### src/rtl/datapath_pkg.sv
// Shared constants for the pipelined datapath: opcodes, write-source codes, default sizes.
package datapath_pkg;

  localparam int unsigned DEF_DATA_W  = 8;
  localparam int unsigned DEF_REG_CNT = 16;

  localparam logic [2:0] OP_ADD = 3'b000;
  localparam logic [2:0] OP_SUB = 3'b001;
  localparam logic [2:0] OP_AND = 3'b010;
  localparam logic [2:0] OP_OR  = 3'b011;
  localparam logic [2:0] OP_XOR = 3'b100;
  localparam logic [2:0] OP_SHL = 3'b101;
  localparam logic [2:0] OP_SHR = 3'b110;
  localparam logic [2:0] OP_111 = 3'b111;

  localparam logic [1:0] SRC_IMM  = 2'd0;
  localparam logic [1:0] SRC_LOAD = 2'd1;
  localparam logic [1:0] SRC_ALU  = 2'd2;

endpackage

### src/rtl/datapath_pipe_alu.sv
// Combinational ALU: single-cycle opcodes plus pass-B for opcode 111.
module alu_unit
  import datapath_pkg::*;
#(
  parameter int unsigned DATA_W = DEF_DATA_W
) (
  input  logic [DATA_W-1:0] a_i,
  input  logic [DATA_W-1:0] b_i,
  input  logic [2:0]        op_i,
  output logic [DATA_W-1:0] result_c,
  output logic              zero_c,
  output logic              carry_c
);

  logic [DATA_W:0] sum;
  logic [DATA_W:0] diff;

  assign sum  = {1'b0, a_i} + {1'b0, b_i};
  assign diff = {1'b0, a_i} - {1'b0, b_i};

  // Result and carry per opcode; diff[DATA_W] is the unsigned borrow.
  always_comb begin
    result_c = '0;
    carry_c  = 1'b0;
    case (op_i)
      OP_ADD: begin result_c = sum[DATA_W-1:0];  carry_c = sum[DATA_W];  end
      OP_SUB: begin result_c = diff[DATA_W-1:0]; carry_c = diff[DATA_W]; end
      OP_AND: result_c = a_i & b_i;
      OP_OR:  result_c = a_i | b_i;
      OP_XOR: result_c = a_i ^ b_i;
      OP_SHL: begin result_c = {a_i[DATA_W-2:0], 1'b0}; carry_c = a_i[DATA_W-1]; end
      OP_SHR: begin result_c = {1'b0, a_i[DATA_W-1:1]}; carry_c = a_i[0];        end
      OP_111: result_c = b_i;
      default: ;
    endcase
  end

  assign zero_c = (result_c == '0);

endmodule

### src/rtl/datapath_pipe.sv
// Two-stage datapath (EX with forwarding, WB commit into register file).
// Optional iterative multiply on opcode 111 when DATAPATH_MUL_EN is defined.
module datapath_pipe
  import datapath_pkg::*;
#(
  parameter  int unsigned DATA_W  = DEF_DATA_W,
  parameter  int unsigned REG_CNT = DEF_REG_CNT,
  localparam int unsigned ADDR_W  = $clog2(REG_CNT)
) (
  input  logic              clk,
  input  logic              rst,
  input  logic              issue_valid,
  input  logic [2:0]        alu_opcode,
  input  logic              write_alu,
  input  logic              is_load,
  input  logic              imm_flag,
  input  logic              write_en,
  input  logic [ADDR_W-1:0] write_addr,
  input  logic [ADDR_W-1:0] ra_addr,
  input  logic [ADDR_W-1:0] rb_addr,
  input  logic [DATA_W-1:0] imm_data,
  input  logic [DATA_W-1:0] ram_data,
  input  logic              cpu_paused,
  output logic [DATA_W-1:0] read_a,
  output logic [DATA_W-1:0] read_b,
  output logic [DATA_W-1:0] alu_out,
  output logic              alu_zero,
  output logic              alu_carry,
  output logic              wb_valid,
  output logic              busy
);

  logic [DATA_W-1:0] rf_q [REG_CNT];
  logic              wb_valid_q;
  logic [ADDR_W-1:0] wb_addr_q;
  logic [DATA_W-1:0] wb_data_q;
  logic              zero_q;
  logic              carry_q;

  logic              accept;
  logic              busy_w;
  logic              mul_start;
  logic              wb_valid_d;
  logic [1:0]        src_sel;
  logic [DATA_W-1:0] op_b;
  logic [DATA_W-1:0] alu_res;
  logic              alu_z;
  logic              alu_c;
  logic [DATA_W-1:0] wr_data_d;

  // Operand read: r0 is zero, then the pending WB value, then the register file.
  always_comb begin
    read_a = rf_q[ra_addr];
    read_b = rf_q[rb_addr];
    if (ra_addr == '0) read_a = '0;
    else if (wb_valid_q && (wb_addr_q == ra_addr)) read_a = wb_data_q;
    if (rb_addr == '0) read_b = '0;
    else if (wb_valid_q && (wb_addr_q == rb_addr)) read_b = wb_data_q;
  end

  assign accept     = issue_valid & ~cpu_paused & ~busy_w & ~rst;
  assign op_b       = imm_flag ? imm_data : read_b;
  assign wb_valid_d = write_en & (write_addr != '0);

  alu_unit #(.DATA_W(DATA_W)) u_alu (
    .a_i      (read_a),
    .b_i      (op_b),
    .op_i     (alu_opcode),
    .result_c (alu_res),
    .zero_c   (alu_z),
    .carry_c  (alu_c)
  );

  // Write-source select: ALU beats load beats immediate.
  always_comb begin
    src_sel = SRC_IMM;
    if (write_alu)    src_sel = SRC_ALU;
    else if (is_load) src_sel = SRC_LOAD;
    case (src_sel)
      SRC_ALU:  wr_data_d = alu_res;
      SRC_LOAD: wr_data_d = ram_data;
      default:  wr_data_d = imm_data;
    endcase
  end

`ifdef DATAPATH_MUL_EN
  typedef enum logic {ST_IDLE, ST_MUL} mul_state_e;
  localparam int unsigned CNT_W = $clog2(DATA_W);

  mul_state_e          state_q;
  logic [2*DATA_W-1:0] mul_p_q;
  logic [2*DATA_W-1:0] mul_p_d;
  logic [DATA_W-1:0]   mul_mcand_q;
  logic [CNT_W-1:0]    mul_cnt_q;
  logic [ADDR_W-1:0]   mul_addr_q;
  logic                mul_wen_q;
  logic [DATA_W:0]     mul_sum;
  logic                mul_last;

  // Shift-add step: add multiplicand into the high half when the low bit is set, then shift right.
  assign mul_start = accept & write_alu & (alu_opcode == OP_111);
  assign mul_last  = (mul_cnt_q == CNT_W'(DATA_W - 1));
  assign mul_sum   = {1'b0, mul_p_q[2*DATA_W-1:DATA_W]} + {1'b0, {DATA_W{mul_p_q[0]}} & mul_mcand_q};
  assign mul_p_d   = {mul_sum, mul_p_q[DATA_W-1:1]};
  assign busy_w    = (state_q == ST_MUL);
`else
  assign mul_start = 1'b0;
  assign busy_w    = 1'b0;
`endif

  // Pipeline state: WB register, flags, register file commit and multiply sequencer.
  always_ff @(posedge clk) begin
    if (rst) begin
      for (int i = 0; i < int'(REG_CNT); i++) rf_q[i] <= '0;
      wb_valid_q <= 1'b0;
      wb_addr_q  <= '0;
      wb_data_q  <= '0;
      zero_q     <= 1'b0;
      carry_q    <= 1'b0;
`ifdef DATAPATH_MUL_EN
      state_q     <= ST_IDLE;
      mul_p_q     <= '0;
      mul_mcand_q <= '0;
      mul_cnt_q   <= '0;
      mul_addr_q  <= '0;
      mul_wen_q   <= 1'b0;
`endif
    end else if (!cpu_paused) begin
      if (wb_valid_q) rf_q[wb_addr_q] <= wb_data_q;
      wb_valid_q <= 1'b0;
      if (accept && !mul_start) begin
        wb_valid_q <= wb_valid_d;
        wb_addr_q  <= write_addr;
        wb_data_q  <= wr_data_d;
        if (write_alu) begin
          zero_q  <= alu_z;
          carry_q <= alu_c;
        end
      end
`ifdef DATAPATH_MUL_EN
      case (state_q)
        ST_IDLE: begin
          if (mul_start) begin
            state_q     <= ST_MUL;
            mul_p_q     <= {{DATA_W{1'b0}}, op_b};
            mul_mcand_q <= read_a;
            mul_cnt_q   <= '0;
            mul_addr_q  <= write_addr;
            mul_wen_q   <= wb_valid_d;
          end
        end
        ST_MUL: begin
          mul_p_q   <= mul_p_d;
          mul_cnt_q <= mul_cnt_q + CNT_W'(1);
          if (mul_last) begin
            state_q    <= ST_IDLE;
            wb_valid_q <= mul_wen_q;
            wb_addr_q  <= mul_addr_q;
            wb_data_q  <= mul_p_d[DATA_W-1:0];
            zero_q     <= (mul_p_d[DATA_W-1:0] == '0);
            carry_q    <= |mul_p_d[2*DATA_W-1:DATA_W];
          end
        end
        default: state_q <= ST_IDLE;
      endcase
`endif
    end
  end

  assign alu_out   = wb_data_q;
  assign alu_zero  = zero_q;
  assign alu_carry = carry_q;
  assign wb_valid  = wb_valid_q;
  assign busy      = busy_w;

endmodule

### config.mk
export PLATFORM = sky130hd
export DESIGN_NAME = datapath_pipe
export DESIGN_NICKNAME = d
export VERILOG_FILES = /design/src/rtl/datapath_pkg.sv /design/src/rtl/datapath_pipe_alu.sv /design/src/rtl/datapath_pipe.sv
export SDC_FILE = /design/constraint.sdc
export NUM_CORES = 1
export LEC_CHECK = 0
export BUFFER_PORTS_ARGS = -buffer_cell sky130_fd_sc_hd__buf_2
export CORE_AREA = 2 2 170 172
export CTS_BUF_LIST = sky130_fd_sc_hd__clkbuf_4 sky130_fd_sc_hd__clkbuf_8
export CTS_CLUSTER_DIAMETER = 50
export CTS_CLUSTER_SIZE = 16
export DETAILED_ROUTE_END_ITERATION = 10
export DIE_AREA = 0 0 172 174
export GPL_ROUTABILITY_DRIVEN = 0
export PLACE_DENSITY = 0.59
export REMOVE_ABC_BUFFERS = 1
export SYNTH_ARGS = -nofsm -noshare
export SYNTH_HDL_FRONTEND = slang
export SYNTH_SLANG_ARGS = --single-unit
export TNS_END_PERCENT = 50
### constraint.sdc
create_clock -name clk -period 12.1 [get_ports clk]
set_input_delay 0.605 -clock clk [delete_from_list [all_inputs] [get_ports clk]]
set_output_delay 0.605 -clock clk [all_outputs]
set_load 0.02 [all_outputs]
==> results.md, run 1 <==
* Bufs on Longest Clock Path at 2
* Non-filler cells in the finished layout at 1282
* Worst min path class: input port to flop
* Pin slew with the least headroom to its limit at 0.9716 ns
* Number of enable flip-flop cells after synthesis at 128
* End point of the most critical hold path: wb_addr_q[1]
* Share of final-layout standard cells stronger than drive strength 1 at 22.61%
* Post-Place Setup Slack at 6.716 ns
* Critical-path cell list: buf_2 > buf_4 > xor2_1 > nor3_2 > nand3_1 > mux2i_4 > or2_2 > ha_1 > fa_1 > o21bai_1 > a21oi_1 > o31a_1 > xnor2_1 > o21ai_1 > o32ai_2 > nand4_1 > or4_4 > o21ai_2
* Setup repair after global routing missed its margin: false
* Number of buffer and inverter stages on the critical path at 2
* Number of nets in the final layout at 950
* Commonest cells in the synthesized netlist: edfxtp_1 (128), and2_1 (85), mux4_2 (54)
* Mean number of vias per cell at slightly below 6
* Dominant cells by area after synthesis: edfxtp_1 (40%), mux4_2 (13%), and2_1 (5.5%)
* Initial standard-cell utilization of the core at 34.17%
* Initial DRC count at 924
* Status: completed
* Xor and xnor fraction of the mapped netlist area at 1.543%
* Post-synth top area share at between 30% and 40%
* Total core area at 28240 sq um
* Initial antenna violation count at 0
* CP top delay family: simple AND/OR/NAND/NOR gates
* Slowest cell on crit path: buf_4
* HPWL Detailed at 21130 microns
* Minimum clock period after layout at just under 5 ns
* Final number of max-transition violations at 0
* Setup TNS at 0 ns
* Total number of vias at 7410
* Total instance count after detailed placement at 1250
* Synthesized cell area at 9648 sq um
* Leftover overflow at the end of global routing at 0
* Uppermost signal routing layer after detailed routing: met4
* P per Cell Area at 116.5 nW/um^2
* Amount of wire on met2 after detailed routing at 13930 microns
* Area taken by multi-input logic gates at 5030 sq um
* Setup skew after layout at about 0.012 ns
* Mean post-synth cell area at 11.13 sq um
* Worst reg2reg startpoint: wb_addr_q[0]
* Endpoint of the most critical register-to-register path: alu_zero
* Start point of the worst hold path: write_addr[1]
* Buffer type at the clock tree root: clkbuf_8
* Overall power consumption at roughly 1.2 mW
* Number of global-route vias before repair at 7369
* Cell area after layout at 10570 sq um
* Global Route Usage Sum at 20.32%
* Die Height at 174 microns
* Total DRC errors in the routed layout at 0
* Wire length on met3 at 2144 microns
* H-tree levels at 4
* Routed length on met1 at 13010 microns
* Number of CTS-inserted buffers at 17
* Share of synthesized registers carrying an async set or reset at 0%
* Ports placed on the boundary at 67
* Worst skew pair latency at 0.46 ns
* Share of synthesized area spent on multiplexers at 18.77%
* Critical path arrival at ~5.3 ns
* Number of cells on the worst reg-to-reg path at 17
* Highest net fanout along the worst path at 36
* Dominant combinational cell family by area after synthesis: simple AND/OR/NAND/NOR gates
* Critical path launch point type: input port
* Post-route fraction of the period consumed by the critical path at 40.60%
* Die Width at 172 microns
* Biggest cell delay along the critical path at 0.56 ns
* Pre-Repair DR Iteration Count at 7
* Total of fill cells in the finished design at 2874
* Final hold vios at 0
* Relative max-transition margin at 34.73%
* Final number of setup-violating endpoints at 0
* Number of antenna cells inserted at 0
* Worst path required time at 12.50 ns
* Maximum number of pins on one net before global-route repair at 37
* Max Fclk at 203.6 MHz
* Synthesized-area fraction occupied by ao, oa, aoi and oai cells at just over 9%
* Clock-pin transition on the worst setup and hold timing paths at 0.08 ns
* Sequential cell area in the final layout at 4144 sq um
* Flop and latch count out of synthesis at 143
* Number of setup buffers added after CTS at 0
* Register-to-register setup slack at 7.40 ns
* Top flip-flop cell by instance count after synthesis: edfxtp_1
* Std cell rows at 62
* Buffers on Ports at 65
* Total of max-cap violations at 0
* Most numerous cell in the Yosys netlist: edfxtp_1
* Post-detailed-route count of antenna-violating nets at 0
* Post-place instance area at 10180 sq um
* Clk sinks at between 100 and 150
* Simple-gate portion of the synthesized area at 18.82%
* Fraction of the mapped netlist area in adder cells at 3.631%
* Dominant cell type by area after synthesis: edfxtp_1
* Worst IR Drop VDD at 0.06764 mV
* Type of the worst setup path: input port to flop
* Post-cts resize count at 0
* Average wire per standard cell at approximately 23 microns
* Leak at 3.937 nW
* Die Area at 29930 sq um
* Aggregate routed wire length at 29880 microns
* Endpoint type of the worst setup path: flop
* Warnings, synthesis at 0
* Sequential fraction of the synthesis area at a little over two fifths
* CTS Hold Buffers Added at 0
* First-pass GRT wire length at 45210 microns
* Synthesized instance count at 867
* Setup WS post-layout at 7.187 ns
* CTS tree: yes
* Count of distinct cell types in the synthesized netlist at 74
* Worst hold path stage count at 3
* Area growth, synth to finish at 9.597%
worst register-to-register path: cells and delay by family (launching register included):
kind	cells	cell delay, ns
muxes	1	0.40
adders and majority gates	2	0.68
buffers and inverters	1	0.30
and+or+nand+nor	5	1.60
AOI/OAI and AO/OA	6	1.07
xor gates and xnor gates	2	0.30
DFF	1	0.31
final cells by class:
cell class                 instances  area share [%]
clock buffer                      20           2.426
clock inverter                    12           1.278
inverter                          30           1.065
multi-input combinational        616           47.57
sequential                       143           39.19
tap                              384           4.544
timing repair buffer              77           3.929
kinds of logic after synthesis:
logic type                 Yosys count
and+or+nand+nor                    338
AOI/OAI and AO/OA                  136
buffers and inverters              108
muxes                               97
adders and majority gates           27
DFF                                143
other                                1
xor gates and xnor gates            17
report_power, final:
group / switching [mW] / internal (mW) / leakage (nW) / total [mW]
clock: 0.195 / 0.191 / 0.190 / 0.386
sequential: 0.0128 / 0.553 / 1.44 / 0.566
combinational: 0.173 / 0.107 / 2.30 / 0.280
total: 0.381 / 0.851 / 3.94 / 1.23
cells in the final DEF (no fill, tap or decap), drive strengths merged, types with 27 or more instances in the layout:
cell type,synthesis,layout
nand2,45,45
and2,85,85
nand3,28,28
nor2,50,50
mux2i,27,27
o21ai,28,28
mux4,63,63
a21oi,39,39
edfxtp,128,128
buf,25,77
nor3,52,52
inv,25,28
routing by layer:
layer	vias up	global-route usage (%)
met3	63	3.256
met5	-	0
met2	357	31.83
li1	3289	-
met4	0	6.758
met1	3701	28.72
sequential cells by signal, summed over array words and instances, names as in the netlist:
signal     count
alu_out        8
alu_carry      1
alu_zero       1
wb_valid       1
wb_addr_q      4
rf_q         128
stage by stage:
step           utilization (%)  hold slack, ns
5_1_grt                  37.45          0.3505
3_3_place_gp             36.06          0.4820
3_5_place_dp             36.06          0.4892
2_1_floorplan                -          0.5259
4_1_cts                  37.45          0.3272
6_report                 37.45          0.3554
worst max-delay path by stage:
stage,startpoint,to,slack (ns),cells past startpoint
detailed placement,ra_addr[0],alu_zero,6.72,18
global route,ra_addr[0],alu_zero,6.87,18
finish,ra_addr[0],alu_zero,7.19,18
global placement,ra_addr[0],alu_zero,6.76,18
CTS,ra_addr[0],alu_zero,7.21,18
floorplan,wb_addr_q[0],alu_zero,7.76,16
Note: power is estimated with default switching activity, not from simulation.
==> run 2: changes to the inputs <==
- ABC_AREA: not set -> 1
- CORE_AREA: 2 2 170 172 -> 2 2 171 173
- DIE_AREA: 0 0 172 174 -> 0 0 173 175
- PLACE_DENSITY: 0.59 -> 0.61
- clock period: 12.1 -> 4.15 ns (I/O delays scaled with it)
==> results.md, run 2 <==
* Status: completed
* Commonest cells in the synthesized netlist: nand2_1 (343), nor2_1 (235), nand3_1 (170)
* First-pass GRT wire length at 51520 microns (+14%)
* Total number of vias at 9822 (+33%)
* Mean post-synth cell area at 7.152 sq um (-36%)
* Highest net fanout along the worst path at 12 (-67%)
* Relative max-transition margin at 6.765% (-28 points)
* Number of enable flip-flop cells after synthesis at 128 (unchanged)
* Number of nets in the final layout at 1502 (+58%)
* Worst min path class: input port to flop
* Number of setup buffers added after CTS at 0 (unchanged)
* Initial antenna violation count at 1 (+1)
* Dominant cells by area after synthesis: edfxtp_1 (39%), nand2_1 (13%), nor2_1 (9.0%)
* Global routing met1 resource utilization at 30.39% (+1.7 points)
* Area growth, synth to finish at 12.05%
* Share of synthesized registers carrying an async set or reset at 0% (unchanged)
* Buffer type at the clock tree root: clkbuf_8
* Die Width at 173 microns (+0.58%)
* Worst reg2reg startpoint: wb_addr_q[0]
* Worst skew pair latency at 0.45 ns (about the same)
* Hold Worst Slack at 0.02710 ns (-0.3283 ns)
* Clock-pin transition on the worst setup and hold timing paths at 0.08 ns (about the same)
* Critical path launch point type: flop
* Total of fill cells in the finished design at 3022 (+5.1%)
* Area taken by multi-input logic gates at 4713 sq um (-6.3%)
* Worst IR Drop VDD at 0.2288 mV (+240%)
* CTS tree: yes
* Setup skew after layout at 0.01162 ns (-0.0007781 ns)
* Worst path required time at 4.54 ns (-7.96 ns)
* Type of the worst setup path: flop to flop
* Start point of the worst hold path: ram_data[1]
* Die Area at 30280 sq um (+1.2%)
* Cell repeated most along the worst path: nand2_1
* Top flip-flop cell by instance count after synthesis: edfxtp_1
* Met3 routing resource usage after global routing at 4.395% (+1.1 points)
* Number of antenna cells inserted at 0 (unchanged)
* Max Fclk at approximately 270 MHz
* Pin slew with the least headroom to its limit at 1.388 ns (+0.4162 ns)
* Warnings, synthesis at 0 (unchanged)
* HPWL Detailed at 24950 microns (+18%)
* Leftover overflow at the end of global routing at 0 (unchanged)
* Biggest cell delay along the critical path at 0.45 ns (-0.11 ns)
* Pre-Repair DR Iteration Count at 7 (unchanged)
* Fin util at 38.89% (+1.4 points)
* Dominant cell type by area after synthesis: edfxtp_1
* Final number of max-transition violations at 0 (unchanged)
* Final number of setup-violating endpoints at 0 (unchanged)
* Leak at 4.904 nW (+25%)
* Launching instance or port of the critical path: wb_addr_q[0]
* Met2 demand-to-capacity share in global routing at 34.03% (+2.2 points)
* CP top delay family: simple AND/OR/NAND/NOR gates
* Buffers on Ports at 65 (unchanged)
* Initial DRC count at 1431 (+55%)
* Maximum number of pins on one net before global-route repair at 59 (+59%)
* Top reg by flops: rf_q
* Synthesized instance count at 1378 (+59%)
* Ports placed on the boundary at 67 (unchanged)
* Non-filler cells in the finished layout at 1833 (+43%)
* Endpoint type of the worst setup path: flop
* Global Route Usage Sum at 22.16% (+1.8 points)
* Total instance count after detailed placement at 1797 (+44%)
* Bufs on Longest Clock Path at 2 (unchanged)
* Setup TNS at 0 ns (unchanged)
* Sequential cell area in the final layout at 4144 sq um (unchanged)
* Die Height at 175 microns (+0.57%)
* Post-detailed-route count of antenna-violating nets at 0 (unchanged)
* Flop and latch count out of synthesis at 143 (unchanged)
* H-tree levels at 4 (unchanged)
* Initial standard-cell utilization of the core at 34.71% (+0.54 points)
* Post-route fraction of the period consumed by the critical path at roughly nine tenths
* Final hold vios at 0 (unchanged)
* Aggregate routed wire length at 34050 microns (+14%)
* Count of distinct cell types in the synthesized netlist at 42 (-43%)
* Grt peak-use layer: met2
* P per Cell Area at 326.0 nW/um^2 (+180%)
* Setup repair after global routing missed its margin: false
* Commonest non-fill, non-tap cells in the layout: nand2_1 (343), nor2_1 (235), nand3_1 (170)
* Total DRC errors in the routed layout at 0 (unchanged)
* Std cell rows at 62 (unchanged)
* Critical path arrival at 4.05 ns (-1.26 ns)
* Total of max-cap violations at 0 (unchanged)
* Mean number of vias per cell at 5.358 (-7.3%)
* Sequential fraction of the synthesis area at 42.05% (-0.91 points)
* Synthesized cell area at 9856 sq um (+2.2%)
* Post-cts resize count at 0 (unchanged)
* Minimum clock period after layout at 3.657 ns
* Slowest cell on crit path: dfxtp_1
* Post-synth top area share at 39.00% (-0.84 points)
* Average wire per standard cell at 18.58 microns (-20%)
* Most numerous cell in the Yosys netlist: nand2_1
* Share of final-layout standard cells stronger than drive strength 1 at 10.97% (-12 points)
* Number of buffer and inverter stages on the critical path at 5 (+3)
* Number of CTS-inserted buffers at 17 (unchanged)
* Number of global-route vias before repair at 8969 (+22%)
* Most common cell after layout, fill and taps aside: nand2_1
* Clk sinks at 143 (unchanged)
* Largest register FFs at 128 (unchanged)
* Total core area at 28390 sq um (+0.55%)
-- run 2: cell count changes in the layout (fill, tap and decap cells not counted), sizes merged, moves of 63 or more --
cell	before	now
and2	85	0
inv	28	156
mux4	63	0
nand2	45	344
nand3	28	172
nor2	50	241
-- run 2: logic make-up (layout without fill, tap and decap cells) --
group                      after synthesis  in the layout  share of synthesized area [%]
and+or+nand+nor                        784            784                          33.20
buffers and inverters                  233            304                          10.13
AOI/OAI and AO/OA                      184            184                          10.51
DFF                                    143            143                          42.05
adders and majority gates               26             26                          3.453
xor gates and xnor gates                 7              7                         0.6221
other                                    1              1                        0.03805
-- run 2: cell type report --
type | count | area share (%)
Tap cell | 384 | 4.351
Sequential cell | 143 | 37.53
Inverter | 167 | 5.676
Multi-Input combinational cell | 1002 | 42.68
Clock buffer | 20 | 2.323
Clock inverter | 11 | 1.008
Timing Repair Buffer | 106 | 6.436
-- run 2: final timing paths --
kind                      to  slack, ns  cells after the start
setup / recovery    alu_zero       0.49                     29
hold / removal    alu_out[1]       0.03                      3
setup reg to reg    alu_zero       0.49                     29
hold reg to reg     alu_zero       0.50                      2
-- run 2: power breakdown --
part | switching [mW] | internal (mW) | leakage (nW)
clock network | 0.572 | 0.498 | 0.180
registers | 0.0364 | 1.61 | 1.44
logic | 0.619 | 0.262 | 3.28
-- run 2: stage by stage --
| stage | power, mW | area, sq um | setup WS [ns] |
|---|---|---|---|
| floorplan | 2.180 | 9484 | 0.7763 |
| global placement | 2.534 | 10630 | 0.4877 |
| detailed placement | 2.535 | 10630 | 0.4671 |
| CTS | 3.597 | 11040 | 0.5830 |
| global route | 3.756 | 11040 | 0.08406 |
| finish | 3.600 | 11040 | 0.4925 |
-- run 2: timing repair --
action	in CTS	in global routing
endpoints found under the hold margin	5	0
hold buffers	5	0
endpoints found under the setup margin	0	0
-- run 2: routing by layer --
metal  share of wire (%)  vias up
met1                  43     4576
met3                 8.6       77
met5               0.038        -
met2                  45      547
met4                 3.4        2
li1                    -     4620
-- run 2: tightest hold or removal path: stages --
cell and delay (ns):
buf_2 0.10, nand2_1 0.06, a31oi_1 0.07
